==> src/rtl/spi_byte_master.sv <==
// Byte-wide SPI master, mode 0, MSB first, with a selectable slow init rate.
// Two-process FSM: registered state plus one combinational next-value block, all gated by ce.
module spi_byte_master #(
    parameter int FAST_DIV = 1,
    parameter int SLOW_DIV = 64,
    parameter int DIVW     = 8
) (
    input  logic       clk,
    input  logic       reset_n,
    input  logic       ce,
    input  logic [7:0] idata,
    input  logic       wr,
    output logic [7:0] odata,
    output logic       dsr,
    output logic       busy,
    input  logic       slow,
    input  logic       cs,
    output logic       ss_n,
    output logic       sck,
    output logic       mosi,
    input  logic       miso
);

    typedef enum logic [1:0] {
        S_IDLE,
        S_LOW,
        S_HIGH
    } state_t;

    localparam logic [DIVW-1:0] FAST_D = DIVW'(FAST_DIV);
    localparam logic [DIVW-1:0] SLOW_D = DIVW'(SLOW_DIV);
    localparam logic [DIVW-1:0] ONE_D  = DIVW'(1);

    state_t          r_state, w_state;
    logic            r_sck, w_sck;
    logic            r_mosi, w_mosi;
    logic            r_ss_n;
    logic            r_dsr, w_dsr;
    logic            r_busy, w_busy;
    logic [7:0]      r_odata, w_odata;
    logic [6:0]      r_txsh, w_txsh;
    logic [7:0]      r_rxsh, w_rxsh;
    logic [2:0]      r_bitcnt, w_bitcnt;
    logic [DIVW-1:0] r_div, w_div;
    logic [DIVW-1:0] r_divcnt, w_divcnt;

    // NOTE: every next-value gets a default first so no path leaves one unassigned (no latches).
    always_comb begin
        w_state  = r_state;
        w_sck    = r_sck;
        w_mosi   = r_mosi;
        w_dsr    = 1'b0;
        w_busy   = r_busy;
        w_odata  = r_odata;
        w_txsh   = r_txsh;
        w_rxsh   = r_rxsh;
        w_bitcnt = r_bitcnt;
        w_div    = r_div;
        w_divcnt = r_divcnt;

        case (r_state)
            S_IDLE: begin
                w_sck  = 1'b0;
                w_busy = 1'b0;
                if (wr) begin
                    w_txsh   = idata[6:0];
                    w_mosi   = idata[7];
                    w_bitcnt = 3'd0;
                    w_div    = slow ? SLOW_D : FAST_D;
                    w_divcnt = w_div - ONE_D;
                    w_busy   = 1'b1;
                    w_state  = S_LOW;
                end
            end
            S_LOW: begin
                if (r_divcnt != '0) begin
                    w_divcnt = r_divcnt - ONE_D;
                end else begin
                    w_sck    = 1'b1;
                    w_rxsh   = {r_rxsh[6:0], miso};
                    w_divcnt = r_div - ONE_D;
                    w_state  = S_HIGH;
                end
            end
            S_HIGH: begin
                if (r_divcnt != '0) begin
                    w_divcnt = r_divcnt - ONE_D;
                end else begin
                    w_sck    = 1'b0;
                    w_divcnt = r_div - ONE_D;
                    if (r_bitcnt != 3'd7) begin
                        // Remaining tx bits shift out of the top of txsh on each falling sck.
                        w_mosi   = r_txsh[6];
                        w_txsh   = {r_txsh[5:0], 1'b0};
                        w_bitcnt = r_bitcnt + 3'd1;
                        w_state  = S_LOW;
                    end else begin
                        w_odata = r_rxsh;
                        w_dsr   = 1'b1;
                        w_busy  = 1'b0;
                        w_mosi  = 1'b1;
                        w_state = S_IDLE;
                    end
                end
            end
            default: w_state = S_IDLE;
        endcase
    end

    // NOTE: sequential state uses non-blocking assignments only, so all registers see pre-edge values.
    always_ff @(posedge clk or negedge reset_n) begin
        if (!reset_n) begin
            r_state  <= S_IDLE;
            r_sck    <= 1'b0;
            r_mosi   <= 1'b1;
            r_ss_n   <= 1'b1;
            r_dsr    <= 1'b0;
            r_busy   <= 1'b0;
            r_odata  <= 8'hFF;
            r_txsh   <= '0;
            r_rxsh   <= '0;
            r_bitcnt <= '0;
            r_div    <= '0;
            r_divcnt <= '0;
        end else if (ce) begin
            r_ss_n   <= ~cs;
            r_state  <= w_state;
            r_sck    <= w_sck;
            r_mosi   <= w_mosi;
            r_dsr    <= w_dsr;
            r_busy   <= w_busy;
            r_odata  <= w_odata;
            r_txsh   <= w_txsh;
            r_rxsh   <= w_rxsh;
            r_bitcnt <= w_bitcnt;
            r_div    <= w_div;
            r_divcnt <= w_divcnt;
        end
    end

    assign odata = r_odata;
    assign dsr   = r_dsr;
    assign busy  = r_busy;
    assign ss_n  = r_ss_n;
    assign sck   = r_sck;
    assign mosi  = r_mosi;

endmodule

==> config.mk <==
export PLATFORM = sky130hd
export DESIGN_NAME = spi_byte_master
export DESIGN_NICKNAME = d
export VERILOG_FILES = /design/src/rtl/spi_byte_master.sv
export SDC_FILE = /design/constraint.sdc
export NUM_CORES = 1
export LEC_CHECK = 0
export BUFFER_PORTS_ARGS = -buffer_cell sky130_fd_sc_hd__clkbuf_2
export CAP_MARGIN = 20
export CORE_MARGIN = 2
export CORE_UTILIZATION = 57
export DETAILED_ROUTE_END_ITERATION = 10
export GPL_ROUTABILITY_DRIVEN = 1
export MAX_ROUTING_LAYER = met4
export PLACE_DENSITY = 0.8
export SKIP_CTS_REPAIR_TIMING = 1
export SLEW_MARGIN = 5
export SYNTH_ARGS = -nofsm -noshare
export SYNTH_HDL_FRONTEND = slang
export SYNTH_SLANG_ARGS = --single-unit
==> constraint.sdc <==
create_clock -name clk -period 3.1 [get_ports clk]
set_input_delay 0.465 -clock clk [delete_from_list [all_inputs] [get_ports clk]]
set_output_delay 0.465 -clock clk [all_outputs]
set_load 0.01 [all_outputs]
==> results of run 1 <==
==> Yosys cell counts (2+ instances only) <==
library cell and instances:
sky130_fd_sc_hd__nor4_1 3, sky130_fd_sc_hd__mux2i_1 6, sky130_fd_sc_hd__clkbuf_1 7, sky130_fd_sc_hd__or4_1 2, sky130_fd_sc_hd__o21ai_0 8, sky130_fd_sc_hd__dfrtp_1 33
sky130_fd_sc_hd__dfstp_2 10, sky130_fd_sc_hd__xor2_1 2, sky130_fd_sc_hd__a21oi_1 12, sky130_fd_sc_hd__mux2_2 30, sky130_fd_sc_hd__nand2_1 11, sky130_fd_sc_hd__a22o_2 3
sky130_fd_sc_hd__ha_1 8, sky130_fd_sc_hd__nand3_1 3, sky130_fd_sc_hd__nor2b_1 5, sky130_fd_sc_hd__nand2b_1 3, sky130_fd_sc_hd__nor2_1 9, sky130_fd_sc_hd__inv_1 6
==> final cells by class <==
cell class | count | share of cell area [%]
repair buffers | 31 | 7.07
flip-flops and latches | 43 | 43.3
inverters | 7 | 1.05
clock buffers | 5 | 2.74
multi-input cells | 127 | 41.7
well taps | 48 | 2.39
clock inverters | 3 | 1.74
==> cells in the final DEF (no fill, tap or decap), types with 2 or more instances in the layout <==
master / count
sky130_fd_sc_hd__buf_4: 3
sky130_fd_sc_hd__nand2b_1: 3
sky130_fd_sc_hd__xor2_1: 2
sky130_fd_sc_hd__nor2b_1: 5
sky130_fd_sc_hd__nand2_1: 11
sky130_fd_sc_hd__mux2i_1: 6
sky130_fd_sc_hd__dfstp_2: 10
sky130_fd_sc_hd__a22o_2: 3
sky130_fd_sc_hd__o21ai_0: 8
sky130_fd_sc_hd__nor4_1: 3
sky130_fd_sc_hd__clkbuf_8: 5
sky130_fd_sc_hd__inv_1: 6
sky130_fd_sc_hd__clkbuf_2: 27
sky130_fd_sc_hd__ha_1: 8
sky130_fd_sc_hd__dfrtp_1: 33
sky130_fd_sc_hd__nand3_1: 3
sky130_fd_sc_hd__a21oi_1: 12
sky130_fd_sc_hd__nor2_1: 9
sky130_fd_sc_hd__mux2_2: 30
sky130_fd_sc_hd__or4_1: 2
==> report_power, final <==
| part | switching (mW) | internal (mW) |
|---|---|---|
| sequential | 0.137 | 0.707 |
| combinational | 0.338 | 0.292 |
| clock | 0.193 | 0.240 |
| total | 0.669 | 1.24 |
==> sequential cells by signal, indices dropped and copies added, names as in the netlist <==
name	cells
busy	1
sck	1
r_div	2
ss_n	1
odata	8
r_divcnt	8
r_rxsh	8
mosi	1
r_state	2
dsr	1
r_bitcnt	3
r_txsh	7
==> layer usage <==
metal	up-vias	routed length, um	part of all wire [%]	global-route usage [%]
met4	0	57	1.4	7.14
met2	31	2180	53	37.1
met1	737	1700	42	27.5
met5	-	0	0	-
li1	730	-	-	-
met3	7	143	3.5	5.11
==> worst register-to-register path, delay by kind of cell, from the launching register on <==
kind                       cells  cell delay, ns
AOI/OAI and AO/OA              4            0.64
DFF                            1            0.42
buffers and inverters          2            0.23
and+or+nand+nor                2            0.32
adders and majority gates      2            0.75
==> through the flow <==
step / worst slack [ns] / cells / power (mW) / util, % / instance area [um2]
global route: 0.408 / 264 / 2.04 / 68.1 / 2510
detailed placement: 0.683 / 255 / 1.47 / 64.6 / 2380
floorplan: 0.422 / 185 / 1.32 / - / 2200
global placement: 0.762 / 255 / 1.42 / 64.6 / 2380
finish: 0.613 / 264 / 1.91 / 68.1 / 2510
CTS: 0.659 / 263 / 1.92 / 67.6 / 2490
==> cells by family after synthesis <==
group / synth area share [%]
muxes: 18.1
and+or+nand+nor: 13.2
adders and majority gates: 4.55
DFF: 49.5
xor gates and xnor gates: 0.796
AOI/OAI and AO/OA: 11.0
buffers and inverters: 2.90
==> worst paths after layout <==
kind | start | endpoint | slack [ns] | cells after the start
worst max register to register | r_state[0] | r_divcnt[6] | 0.61 | 10
min in group clk | cs | ss_n | 0.30 | 2
worst min register to register | ss_n | ss_n | 0.47 | 2
worst max-delay path | r_state[0] | r_divcnt[6] | 0.61 | 10
worst min-delay path | reset_n | r_div[0] | 0.005 | 1
max in group asynchronous | reset_n | odata[7] | 2.57 | 2
==> summary.md, run 1 <==
| Metric | Value |
|---|---|
| Synthesized net count | `208` |
| Final critical-path required period | `2.49 ns` |
| Wire length of the first global-routing pass | `7.21 mm` |
| Area of the mapped netlist | `2200 um2` |
| Worst path bufs/invs | `2` |
| Filler instances | `279` |
| Final net count | `238` |
| Die span in y | `66.1 um` |
| Number of global-route vias before repair | `1507` |
| Clock tree root driver cell | `sky130_fd_sc_hd__clkbuf_8` |
| Largest net degree at the start of global routing | `44` |
| Area of the multi-input gates | `1050 um2` |
| Fraction of registers with async set/reset | `100%` |
| Post-detailed-placement half-perimeter wirelength | `2.97 mm` |
| Maximum root-to-sink buffer count | `2` |
| Delay of the slowest cell on the worst path | `0.44 ns` |
| Antenna diode count | `0` |
| Category of the worst setup path launch point | `flop` |
| Number of distinct standard cells referenced by the synthesized netlist | `42` |
| Hold violation total from the final report | `0` |
| Routed via count | `1505` |
| Maximum net fanout on the critical path | `9` |
| Synth top area share | `37.5%` |
| Area added between synthesis and finish | `14.2%` |
| Number of top-level design ports | `28` |
| Path class of the lowest-slack min-delay path | `in -> async` |
| Worst Path Class, Setup | `reg -> reg` |
| Sink count of the clock tree | `43` |
| RSZ-0062 raised after global routing | `no` |
| PortBufs | `27` |
| Residual overflow from global routing | `0` |
| Tot GR Track Use | `22.5%` |
| Worst ir drop on vdd | `0.000495 V` |
| Ys Warns | `0` |
| Number of enable-type register cells in the synthesized netlist | `0` |
| Required @ worst endpoint | `3.27 ns` |
| Worst slew pin tran | `0.497 ns` |
| Worst-skew pair later-pin latency | `0.30 ns` |
| Pwr dens | `759 nW/um2` |
| CORE AREA | `3690 um2` |
| DRT antenna net count | `0` |
| Width of the die | `66.1 um` |
| WL/cell | `15.5 um` |
| Total wire length after detailed routing | `4.09 mm` |
| Sort of element at the end of the critical path | `flop` |
| Total clock buffers created by CTS | `5` |
| Via-to-Cell Ratio | `5.70` |
| Final period utilization | `80.2%` |
| Initial antenna violation count | `0` |
| Post-detailed-route DRC marker count | `0` |
| Total Negative Setup Slacks | `0 ns` |
| Length of the first detailed-routing pass in iterations | `4` |
| Total of endpoints with negative setup slack in the final report | `0` |
| Biggest area consumer among synthesized cells | `sky130_fd_sc_hd__dfrtp_1` |
| Effective utilization at floorplan | `59.7%` |
| Kind of cell adding the most delay to the critical path | `adder cells` |
| Clock tree from TritonCTS | `built` |
| Worst hold-check slack | `0.00494 ns` |
| Leakage Power | `1.18 nW` |
| Signal arrival time at the worst endpoint | `2.65 ns` |
| Final count of pins violating max slew | `0` |
| Area of all sequential standard cells | `1090 um2` |
| Fraction of the yosys area taken by sequential cells | `49.5%` |
| Layout cells sized above 1 | `42.6%` |
| Run status | `completed` |
| Headroom to the max-slew limit | `66.0%` |
| Final clock skew | `0.00712 ns` |
| Standard-cell row count | `22` |
| Slowest-stage cell, CP | `sky130_fd_sc_hd__ha_1` |
| Synthesized area divided by synthesized cell count | `11.9 um2` |
| Max-cap violations | `0` |
| Initial detailed-routing violation count | `129` |
| Most instantiated flip-flop cell in the synthesis netlist | `sky130_fd_sc_hd__dfrtp_1` |
| RePlAce Congestion | `0.881` |
| Achievable Freq | `402 MHz` |
| Series of cell instances along the critical path | `inv_1 > ha_1 > inv_2 > a211o_2 > nand2_1 > ha_1 > nor4bb_1 > a21oi_1 > a21oi_1 > a221oi_1` |
| Dominant cells by area after synthesis | `sky130_fd_sc_hd__dfrtp_1 (38%), sky130_fd_sc_hd__mux2_2 (15%), sky130_fd_sc_hd__dfstp_2 (12%), sky130_fd_sc_hd__ha_1 (4.5%), sky130_fd_sc_hd__a21oi_1 (2.7%)` |
| # H-tree levels | `2` |
| Reg clk slew, reported paths | `0.08 ns` |
| Gate Count Post-Synth | `185` |
| Die outline area | `4370 um2` |
| Number of storage elements in the synthesis netlist | `43` |
Power figures use the tool's default switching activity.
==> run 2, diff against run 1 <==
- CORE_UTILIZATION: 57 -> 51
- PLACE_DENSITY: 0.8 -> 0.75
- clock period: 3.1 -> 2 ns (I/O delays scaled with it)
==> summary.md, run 2 (synthesis gave the netlist of run 1 again) <==
| Metric | Value |
|---|---|
| Run status | `complete, but fails checks` |
| Failing checks | `negative setup slack` |
| Required @ worst endpoint | `2.20 ns` |
| Achievable Freq | `455 MHz` |
| Reg clk slew, reported paths | `0.08 ns` |
| Die span in y | `69.7 um` |
| Path class of the lowest-slack min-delay path | `in -> async` |
| Total of endpoints with negative setup slack in the final report | `3` |
| Worst-skew pair later-pin latency | `0.30 ns` |
| Utilization after layout | `66.8%` |
| Effective utilization at floorplan | `53.9%` |
| Width of the die | `69.7 um` |
| Headroom to the max-slew limit | `57.0%` |
| Sort of element at the end of the critical path | `flop` |
| Initial antenna violation count | `0` |
| PortBufs | `27` |
| Leakage Power | `1.28 nW` |
| Clock tree from TritonCTS | `built` |
| Final period utilization | `110%` |
| # H-tree levels | `2` |
| Critical Path End | `r_divcnt[6]` |
| Area added between synthesis and finish | `24.0%` |
| Standard-cell row count | `23` |
| WL/cell | `15.3 um` |
| Total Negative Setup Slacks | `-0.346 ns` |
| Reg2Reg Depth | `9` |
| Commonest non-fill, non-tap cell in the layout | `sky130_fd_sc_hd__dfrtp_1` |
| Total wire length after detailed routing | `4.37 mm` |
| Post-layout instance count excluding filler cells | `286` |
| RePlAce Congestion | `0.874` |
| Layout cells sized above 1 | `50.4%` |
| Worst Path Class, Setup | `reg -> reg` |
| Maximum root-to-sink buffer count | `2` |
| Worst ir drop on vdd | `0.000789 V` |
| Maximum net fanout on the critical path | `4` |
| Worst hold-check slack | `0.0528 ns` |
| Filler instances | `321` |
| Commonest cells after routing, fill and taps aside | `sky130_fd_sc_hd__dfrtp_1 (33), sky130_fd_sc_hd__mux2_2 (29), sky130_fd_sc_hd__clkbuf_2 (27)` |
| Number of top-level design ports | `28` |
| R2R Setup Slk | `-0.20 ns` |
| Final net count | `258` |
| Pwr dens | `1220 nW/um2` |
| DP Cell Count | `276` |
| Worst setup slack after placement | `-0.191 ns` |
| Clock tree root driver cell | `sky130_fd_sc_hd__clkbuf_8` |
| Crit Reg-Reg Endpoint | `r_divcnt[6]` |
| Final clock skew | `0.00287 ns` |
| Via-to-Cell Ratio | `5.66` |
| Largest net degree at the start of global routing | `44` |
| Category of the worst setup path launch point | `flop` |
| Sink count of the clock tree | `43` |
| Hold violation total from the final report | `0` |
| Final critical-path required period | `2.20 ns` |
| Wire length of the first global-routing pass | `7.29 mm` |
| Antenna diode count | `0` |
| Length of the first detailed-routing pass in iterations | `4` |
| Launch point of the worst reg-to-reg path | `r_divcnt[3]` |
| RSZ-0062 raised after global routing | `yes` |
| Initial detailed-routing violation count | `58` |
| Max-cap violations | `0` |
| Signal arrival time at the worst endpoint | `2.40 ns` |
| Worst setup path startpoint | `r_divcnt[3]` |
| Post-detailed-placement half-perimeter wirelength | `2.96 mm` |
| Routed via count | `1619` |
| Worst slew pin tran | `0.638 ns` |
| Total clock buffers created by CTS | `5` |
| Final count of pins violating max slew | `0` |
| Residual overflow from global routing | `0` |
| DRT antenna net count | `0` |
| Tot GR Track Use | `19.5%` |
| Post-detailed-route DRC marker count | `0` |
| Die outline area | `4860 um2` |
| Crit path setup slack, layout | `-0.196 ns` |
| CORE AREA | `4090 um2` |
| Number of global-route vias before repair | `1624` |
## run 2: layout make-up
class | instances | area, um2 | area share [%]
Timing Repair Buffer | 50 | 308 | 11.3
Clock inverter | 3 | 43.8 | 1.60
Tap cell | 50 | 62.6 | 2.29
Inverter | 7 | 26.3 | 0.962
Multi-Input combinational cell | 128 | 1130 | 41.5
Clock buffer | 5 | 68.8 | 2.52
Sequential cell | 43 | 1090 | 39.9
## run 2: worst min path at each step
| stage | startpoint | to | slack (ns) |
|---|---|---|---|
| floorplan | reset_n | busy | 0.004 |
| global placement | reset_n | r_divcnt[5] | 0.40 |
| detailed placement | reset_n | r_divcnt[3] | 0.40 |
| CTS | reset_n | r_divcnt[7] | 0.08 |
| global route | reset_n | r_rxsh[4] | 0.10 |
| finish | reset_n | r_divcnt[3] | 0.05 |
## run 2: worst max-delay path: stages, from the launching register on
cell and delay, ns:
sky130_fd_sc_hd__dfrtp_1 0.38, sky130_fd_sc_hd__or4_4 0.57, sky130_fd_sc_hd__nor3_4 0.16, sky130_fd_sc_hd__a211o_2 0.19, sky130_fd_sc_hd__nand2_2 0.07, sky130_fd_sc_hd__ha_4 0.17
sky130_fd_sc_hd__nor4bb_1 0.12, sky130_fd_sc_hd__a21oi_1 0.15, sky130_fd_sc_hd__a21oi_1 0.06, sky130_fd_sc_hd__a221oi_1 0.23
## run 2: layer usage
| layer | vias up | share of wire [%] | global-route usage [%] |
|---|---|---|---|
| met5 | - | 0 | - |
| met3 | 12 | 3.2 | 3.92 |
| met2 | 38 | 50 | 30.3 |
| li1 | 772 | - | - |
| met4 | 0 | 2.4 | 10.5 |
| met1 | 797 | 44 | 24.2 |
## run 2: through the flow
step / cell area [um2] / total power [mW]
global placement: 2530 / 2.48
floorplan: 2220 / 2.08
CTS: 2650 / 3.20
finish: 2730 / 3.34
detailed placement: 2530 / 2.51
global route: 2730 / 3.57
## run 2: where the power goes
group	leakage, nW	internal [mW]	switching [mW]
Sequential	0.525	1.10	0.137
Combinational	0.698	0.694	0.734
Clock	0.0581	0.372	0.308
==> run 3, diff against run 2 <==
- CORE_ASPECT_RATIO: not set -> 0.9
==> summary.md, run 3 (synthesis gave the netlist of run 1 again) <==
| Metric | Value |
|---|---|
| Number of top-level design ports | `28` |
| Commonest non-fill, non-tap cell in the layout | `sky130_fd_sc_hd__dfrtp_1` |
| Post-detailed-placement half-perimeter wirelength | `3.07 mm` |
| Launch point of the worst reg-to-reg path | `r_divcnt[3]` |
| RSZ-0062 raised after global routing | `yes` |
| Max-cap violations | `0` |
| Utilization after layout | `68.5%` |
| Switching part of the total power | `33.5%` |
| R2R Setup Slk | `-0.15 ns` |
| Commonest cells after routing, fill and taps aside | `sky130_fd_sc_hd__dfrtp_1 (33), sky130_fd_sc_hd__mux2_2 (29), sky130_fd_sc_hd__buf_4 (29)` |
| Pwr dens | `1270 nW/um2` |
| Register share of total power | `34.9%` |
| Total of endpoints with negative setup slack in the final report | `4` |
| Fraction of power consumed by the clock network | `23.1%` |
| Total wire length after detailed routing | `4.42 mm` |
| Worst-skew pair later-pin latency | `0.30 ns` |
| Largest net degree at the start of global routing | `44` |
| Total clock buffers created by CTS | `5` |
| Residual overflow from global routing | `0` |
| Sink count of the clock tree | `43` |
| Required @ worst endpoint | `2.21 ns` |
| Crit path setup slack, layout | `-0.149 ns` |
| Final period utilization | `107%` |
| Initial antenna violation count | `0` |
| Wire length of the first global-routing pass | `7.22 mm` |
| Failing checks | `negative setup slack` |
| Worst slew pin tran | `0.530 ns` |
| Worst Path Class, Setup | `reg -> reg` |
| RePlAce Congestion | `0.851` |
| Leakage Power | `1.32 nW` |
| Clock tree from TritonCTS | `built` |
| Effective utilization at floorplan | `53.7%` |
| Post-detailed-route DRC marker count | `0` |
| Worst setup path startpoint | `r_divcnt[3]` |
| Combinational group share of total power | `42.0%` |
| Crit Reg-Reg Endpoint | `r_divcnt[6]` |
| Category of the worst setup path launch point | `flop` |
| Tot GR Track Use | `20.0%` |
| Layout cells sized above 1 | `54.5%` |
| Clock tree root driver cell | `sky130_fd_sc_hd__clkbuf_8` |
| Path class of the lowest-slack min-delay path | `in -> async` |
| Total power consumption of the routed design | `3.56 mW` |
| Internal power contribution | `2.37 mW` |
| Final net count | `264` |
| Reg clk slew, reported paths | `0.08 ns` |
| Critical Path End | `r_divcnt[6]` |
| # H-tree levels | `2` |
| Via-to-Cell Ratio | `5.55` |
| Maximum net fanout on the critical path | `4` |
| Die span in y | `66.3 um` |
| Final count of pins violating max slew | `0` |
| Sort of element at the end of the critical path | `flop` |
| Reg2Reg Depth | `9` |
| Run status | `complete, but fails checks` |
| Length of the first detailed-routing pass in iterations | `4` |
| Final clock skew | `0.00302 ns` |
| PortBufs | `27` |
| Die outline area | `4860 um2` |
| Area added between synthesis and finish | `27.6%` |
| Worst setup slack after placement | `-0.276 ns` |
| Headroom to the max-slew limit | `64.7%` |
| Maximum root-to-sink buffer count | `2` |
| Worst ir drop on vdd | `0.000593 V` |
| Net switching component of the power | `1.19 mW` |
| Hold violation total from the final report | `0` |
| Antenna diode count | `0` |
| Achievable Freq | `465 MHz` |
| WL/cell | `15.2 um` |
| Width of the die | `73.2 um` |
| CORE AREA | `4100 um2` |
| Signal arrival time at the worst endpoint | `2.36 ns` |
| Final critical-path required period | `2.15 ns` |
| Number of global-route vias before repair | `1556` |
| DRT antenna net count | `0` |
| Standard-cell row count | `22` |
| Worst hold-check slack | `0.0560 ns` |
| Initial detailed-routing violation count | `79` |
| Routed via count | `1610` |
## run 3: how the worst min path moves through the flow
stage               slack [ns]  depth (start not counted)  startpoint          end
floorplan                0.004                          0     reset_n         busy
global placement          0.40                          2     reset_n    r_txsh[0]
detailed placement        0.40                          2     reset_n    r_txsh[0]
CTS                       0.08                          2     reset_n         busy
global route              0.11                          2     reset_n  r_divcnt[2]
finish                    0.06                          2     reset_n    r_txsh[0]
## run 3: final cells by class
class,count,area [um2]
Clock buffer,5,68.8
Timing Repair Buffer,56,353
Sequential cell,43,1090
Tap cell,48,60.1
Multi-Input combinational cell,128,1140
Fill cell,290,1290
Inverter,7,26.3
Clock inverter,3,71.3
## run 3: critical path, cell delays in order (launching register included)
cell	delay, ns
sky130_fd_sc_hd__dfrtp_1	0.38
sky130_fd_sc_hd__or4_4	0.56
sky130_fd_sc_hd__nor3_4	0.16
sky130_fd_sc_hd__a211o_2	0.17
sky130_fd_sc_hd__nand2_2	0.07
sky130_fd_sc_hd__ha_4	0.17
sky130_fd_sc_hd__nor4bb_1	0.12
sky130_fd_sc_hd__a21oi_1	0.14
sky130_fd_sc_hd__a21oi_1	0.07
sky130_fd_sc_hd__a221oi_2	0.21
## run 3: power by group through the flow
stage | registers [mW] | clock network (mW) | logic, mW
after floorplan | 1.26 | 0 | 0.822
after detailed placement | 1.25 | 0 | 1.27
final | 1.24 | 0.822 | 1.50
after CTS | 1.24 | 0.832 | 1.29
after global placement | 1.24 | 0 | 1.24
after global routing | 1.26 | 0.867 | 1.65
## run 3: routing by layer
metal  share of wire [%]  vias to the layer above  global-route usage, %  routed length (um)
met3                 3.9                        6                   4.88                 173
li1                    -                      786                      -                   -
met2                  45                       29                   31.3                2000
met4                 1.1                        0                   6.94                  48
met5                   0                        -                      -                   0
met1                  50                      789                   25.5                2200
## run 3: per-stage QoR
step	std cells	area [um2]	TNS (ns)
floorplan	185	2220	-1.99
global placement	276	2540	-0.222
detailed placement	276	2540	-1.10
CTS	284	2690	-1.44
global route	290	2810	-1.02
finish	290	2810	-0.274
